`src/rtl/pkt_header_parser.sv`:
```
// pkt_header_parser: fetches the 8-byte big-endian packet header from
// byte-wide synchronous memory and splits it into four checked fields.
module pkt_header_parser #(
  parameter int ADDR_WIDTH = 11,
  parameter int MEM_WIDTH  = 8,
  parameter int WORD_WIDTH = 16,
  parameter int MAX_TYPE   = 4,
  parameter int MAX_HOPS   = 16
) (
  input  logic                  clk,
  input  logic                  nrst,
  input  logic                  en,
  input  logic                  start,
  input  logic [ADDR_WIDTH-1:0] base_addr,
  output logic [ADDR_WIDTH-1:0] mem_addr,
  output logic                  mem_rd_en,
  input  logic [MEM_WIDTH-1:0]  mem_data_in,
  output logic [WORD_WIDTH-1:0] pkt_type,
  output logic [WORD_WIDTH-1:0] source_id,
  output logic [WORD_WIDTH-1:0] destination_id,
  output logic [WORD_WIDTH-1:0] hop_count,
  output logic                  hdr_valid,
  output logic                  hdr_error,
  output logic                  done
);

  localparam int NB = 4 * WORD_WIDTH / MEM_WIDTH;
  localparam int IW = $clog2(NB);
  localparam int HW = NB * MEM_WIDTH;
  localparam logic [WORD_WIDTH-1:0] MAX_T = WORD_WIDTH'(MAX_TYPE);
  localparam logic [WORD_WIDTH-1:0] MAX_H = WORD_WIDTH'(MAX_HOPS);

  typedef enum logic [2:0] {
    IDLE, ARMED, READ, DRAIN, CHECK, DONE
  } state_t;

  state_t state_q, state_d;

  logic [IW-1:0]         idx_q;
  logic [IW-1:0]         cap_idx_q;
  logic                  cap_vld_q;
  logic [ADDR_WIDTH-1:0] base_q;
  logic [HW-1:0]         hdr_q;
  logic                  last_rd;
  logic                  bad;
  logic                  clr, load, issue, chk;

  assign last_rd = (idx_q == IW'(NB - 1));

  assign pkt_type       = hdr_q[HW-1 -: WORD_WIDTH];
  assign source_id      = hdr_q[HW-1-WORD_WIDTH -: WORD_WIDTH];
  assign destination_id = hdr_q[HW-1-2*WORD_WIDTH -: WORD_WIDTH];
  assign hop_count      = hdr_q[WORD_WIDTH-1:0];

  assign bad = (pkt_type == '0) || (pkt_type > MAX_T) ||
               (hop_count > MAX_H);

  always_ff @(posedge clk or negedge nrst) begin
    if (!nrst) state_q <= IDLE;
    else       state_q <= state_d;
  end

  always_comb begin
    state_d = state_q;
    if (en) begin
      state_d = ARMED;
    end else begin
      unique case (state_q)
        IDLE:    state_d = IDLE;
        ARMED:   if (start) state_d = READ;
        READ:    if (last_rd) state_d = DRAIN;
        DRAIN:   state_d = CHECK;
        CHECK:   state_d = DONE;
        DONE:    state_d = DONE;
        default: state_d = IDLE;
      endcase
    end
  end

  always_comb begin
    clr   = 1'b0;
    load  = 1'b0;
    issue = 1'b0;
    chk   = 1'b0;
    unique case (1'b1)
      en:                                clr   = 1'b1;
      !en && state_q == ARMED && start:  load  = 1'b1;
      !en && state_q == READ:            issue = 1'b1;
      !en && state_q == CHECK:           chk   = 1'b1;
      default: ;
    endcase
  end

  // Read data lags the strobe by one cycle, so the byte index rides
  // along in cap_idx_q to steer the write into the header register.
  always_ff @(posedge clk or negedge nrst) begin
    if (!nrst) begin
      mem_rd_en <= 1'b0;
      mem_addr  <= '0;
      base_q    <= '0;
      idx_q     <= '0;
      cap_idx_q <= '0;
      cap_vld_q <= 1'b0;
      hdr_q     <= '0;
      hdr_valid <= 1'b0;
      hdr_error <= 1'b0;
      done      <= 1'b0;
    end else if (clr) begin
      mem_rd_en <= 1'b0;
      mem_addr  <= '0;
      idx_q     <= '0;
      cap_vld_q <= 1'b0;
      hdr_q     <= '0;
      hdr_valid <= 1'b0;
      hdr_error <= 1'b0;
      done      <= 1'b0;
    end else begin
      cap_vld_q <= mem_rd_en;
      cap_idx_q <= idx_q;
      if (cap_vld_q)
        hdr_q[(NB-1-int'(cap_idx_q))*MEM_WIDTH +: MEM_WIDTH] <=
          mem_data_in;
      if (load) begin
        base_q    <= base_addr;
        idx_q     <= '0;
        mem_addr  <= base_addr;
        mem_rd_en <= 1'b1;
      end else if (issue) begin
        if (last_rd) begin
          mem_rd_en <= 1'b0;
        end else begin
          idx_q    <= idx_q + IW'(1);
          mem_addr <= base_q + ADDR_WIDTH'(idx_q) + ADDR_WIDTH'(1);
        end
      end
      if (chk) begin
        hdr_error <= bad;
        hdr_valid <= !bad;
        done      <= 1'b1;
      end
    end
  end

endmodule

```
`config.mk`:
```
export PLATFORM = sky130hd
export DESIGN_NAME = pkt_header_parser
export DESIGN_NICKNAME = d
export VERILOG_FILES = /design/src/rtl/pkt_header_parser.sv
export SDC_FILE = /design/constraint.sdc
export NUM_CORES = 1
export LEC_CHECK = 0
export ABC_CLOCK_PERIOD_IN_PS = 1860
export CORE_MARGIN = 8
export CORE_UTILIZATION = 35
export DETAILED_ROUTE_END_ITERATION = 16
export HOLD_SLACK_MARGIN = 0.08
export MAX_ROUTING_LAYER = met4
export SKIP_LAST_GASP = 1
export SLEW_MARGIN = 15
export SYNTH_ARGS = -nofsm -noshare
export SYNTH_HDL_FRONTEND = slang
export SYNTH_SLANG_ARGS = --single-unit
```
`constraint.sdc`:
```
create_clock -name clk -period 1.86 [get_ports clk]
set_input_delay 0.279 -clock clk [delete_from_list [all_inputs] [get_ports clk]]
set_output_delay 0.279 -clock clk [all_outputs]
set_load 0.01 [all_outputs]
```
==> run_results.csv <==
group,metric,value,unit
outcome,outcome,"finished, violations left",
die,die_x,127,um
synth,synth_fa_ha_area_share,2.78,%
timing,slew_violations,0,
min_path,hp-start,"base_addr[5]",
global_route,grt_use_total,15.9,%
layout,drive_above_1_share,18.2,%
timing,setup_tns,-311,ps
worst_setup_path,cp_slowest_stage_delay,410,ps
synth,synth_top_family_by_area,"compound AO/OA/AOI/OAI gates",
timing,skew,4.84,ps
clocking,cts_max_path_buffers,2,
detailed_routing,post_drt_wl_per_cell,18.7,um
global_route,antenna_found_initial,0,
detailed_routing,drtPass1Iterations,4,
layout,fillers,1080,
clocking,cts_tree,"built",
global_route,grt_overflow,0,
detailed_routing,via_per_inst,5.35,
layout,final_nets,528,
die,initial_core_util,35.9,%
synth,synth_area,0.00431,mm2
job,cap_violations,0,
global_route,grt_max_degree,101,
die,die_y,127,um
synth,synthMuxAreaShare,0.957,%
synth,synthSimpleGateAreaFrac,12.2,%
layout,diodes,0,
detailed_routing,ant_nets,0,
die,pin_count,102,
die,core,0.0120,mm2
power_and_ir_drop,vdd_drop_max,428,uV
timing,rsz0062_at_grt,"yes",
synth,synthXorXnorAreaFrac,1.83,%
power_and_ir_drop,fin_total_pwr,4.92,mW
synth,synth_compound_gate_area_share,21.4,%
min_path,hp-class,"in2reg",
worst_setup_path,worstPathArrival,2290,ps
global_route,grt_pass1_wl,20.0,mm
synth,ys_ff_latch,100,
synth,synthDistinctLibCells,58,
synth,synth_edf_count,0,
power_and_ir_drop,power.leakage,2.78,nW
detailed_routing,drt-total-wl,12.1,mm
placed_design,gp_congestion,0.846,
detailed_routing,drt_iter0_markers,232,
clocking,numCtsBuffers,9,
worst_setup_path,crit_family,"simple AND/OR/NAND/NOR gates",
die,rows,40,
timing,final_hold_viol_count,0,
synth,synth_nets,393,
worst_setup_path,critPathLaunchType,"flop",
clocking,cts-root-buf,"clkbuf_16",
placed_design,hpwl,8.88,mm
timing,setup_slack,-146,ps
synth,yosys.cell_count.top_type,"dfrtp_1",
timing,fmax,498,MHz
timing,tightestPinTransition,524,ps
worst_setup_path,critPathKind,"reg2reg",
synth,yosysTopAreaCell,"dfrtp_1",
timing,maxSlewHeadroom,65.1,%
worst_setup_path,worstPathMaxFanout,4,
synth,async_flop_share,100,%
timing,min_period_over_period,108,%
synth,synth_area_per_cell,12.0,um2
timing,final-setup-viol-count,4,
layout,syn2layout_area_growth,42.3,%
clocking,worstSkewPairLatency,340,ps
worst_setup_path,worstPathRequired,2140,ps
placed_design,port_buffers,101,
worst_setup_path,cp_cell_sequence,"inv_2, ha_4, fa_2, and2b_2, o21ai_1, or4_1, a21o_1, nand3_1",
detailed_routing,drc,0,
clocking,clkSinkCount,100,
global_route,grt_pass1_vias,3642,
worst_setup_path,cp-startpoint,"idx_q[0]$_DFFE_PN0P_",
worst_setup_path,cp-end-kind,"flop",
worst_setup_path,cp_slowest_cell,"or4_1",
synth,synth_area_leaders,"dfrtp_1 (58%), a22o_1 (13%), nand2_1 (3.2%)",
layout,final_core_util,51.1,%
synth,yosys-top-cells-count,"dfrtp_1 (100), a22o_1 (64), nand2_1 (37)",
clocking,clkSlewWorstSetupHoldPaths,70,ps
synth,synth_cells,361,
synth,yosysTopAreaCellShare,58.0,%
synth,ys.flop_type,"dfrtp_1",
detailed_routing,num_vias,3459,
outcome,violations,"negative setup slack",
power_and_ir_drop,powerDensity,802,mW/mm2
timing,fin_crit,2010,ps
worst_setup_path,rr_startpoint,"idx_q[0]$_DFFE_PN0P_",
worst_setup_path,crit_buf_inv,1,
synth,yosys_warnings,0,
clocking,ctsHtreeMaxLevel,3,
die,dieArea,0.0161,mm2
synth,ys_seq_area_share,58.0,%
## final cells by class
cell class	count	area (um2)	share of cell area, %
inverter	9	33.8	0.550
multi-input combinational	236	1810	29.5
timing repair buffer	140	1330	21.7
tap	147	184	3.00
sequential	100	2500	40.8
clock inverter	3	21.3	0.347
clock buffer	12	256	4.18
## timing repair
action                                 in CTS  in global routing
setup endpoints to repair                  40                 34
pin swaps                                   0                  5
buffers inserted                            0                  2
hold buffers                                1                  0
endpoints found under the hold margin     100                  0
resized for setup                           7                 12
## report_power, final
group	leakage, nW	total (mW)	internal, mW	switching, mW
registers	1.37	2.40	2.29	0.112
logic	1.28	0.735	0.351	0.385
clock network	0.135	1.78	0.977	0.805
## cells in the final DEF (no fill, tap or decap), types with 2 or more instances in the layout
cell and n:
mux2i_1 3, xnor2_1 5, xor2_1 4, ha_1 5
and3_1 3, clkdlybuf4s50_1 100, nor3_1 3, nand2b_1 3
o31ai_2 2, buf_4 37, nor2b_1 5, a21oi_2 5
clkbuf_8 2, clkbuf_16 9, a32o_1 3, nor2_1 10
inv_1 7, o31ai_1 3, ha_4 2, a31oi_4 2
buf_12 2, o21ai_1 3, a21oi_1 8, inv_2 2
nand3_1 6, a22o_1 64, nor4_1 6, nor2_2 6
o21ai_0 14, nand2_1 36, dfrtp_1 100, a21o_1 2
or3_1 2, a21oi_4 2
## worst reg2reg max path: cells and delay by family (launching register included)
| family | cells | cell delay, ps |
|---|---|---|
| AOI/OAI and AO/OA | 2 | 260 |
| adders and majority gates | 2 | 520 |
| buffers and inverters | 1 | 60 |
| DFF | 1 | 360 |
| and+or+nand+nor | 3 | 750 |
## worst paths after layout
kind | endpoint | slack, ps | cells after the start
min in group asynchronous | hdr_q[18]$_DFFE_PN0P_ | 540 | 3
max reg2reg | mem_addr[10]$_DFFE_PN0P_ | -150 | 8
min reg2reg | mem_addr[3]$_DFFE_PN0P_ | 490 | 2
max in group asynchronous | state_q[1]$_DFFE_PN0P_ | 930 | 3
max | mem_addr[10]$_DFFE_PN0P_ | -150 | 8
min | base_q[5]$_DFFE_PN0P_ | 490 | 3
## metrics by stage
| stage | setup slack (ps) | hold slack, ps | area (um2) | std cells |
|---|---|---|---|---|
| 2_1_floorplan | -22.4 | -16.6 | 4350 | 361 |
| 3_3_place_gp | -107 | 381 | 5740 | 629 |
| 3_5_place_dp | -163 | 383 | 5740 | 629 |
| 4_1_cts | -108 | 480 | 6060 | 645 |
| 5_1_grt | -244 | 503 | 6140 | 647 |
| 6_report | -146 | 486 | 6140 | 647 |
## logic make-up (layout without fill, tap and decap cells)
family,after synthesis,after routing
mux,4,4
xor+xnor,9,9
buf+inv,25,164
simple gates,97,97
fa+ha+maj,9,9
compound gates,117,117
flops,100,100
## state kept, by name (all words and copies together) (netlist names)
name / count
mem_rd_en: 1
base_q: 11
idx_q: 3
hdr_q: 64
hdr_valid: 1
cap_idx_q: 3
mem_addr: 11
done: 1
state_q: 3
hdr_error: 1
cap_vld_q: 1
## routing by layer
layer | GRT usage (%) | part of all wire, %
met1 | 20.1 | 46
met5 | - | 0
met2 | 24.6 | 47
met3 | 4.45 | 6.6
met4 | 4.20 | 1.2
Note: power is estimated with default switching activity, not from simulation.
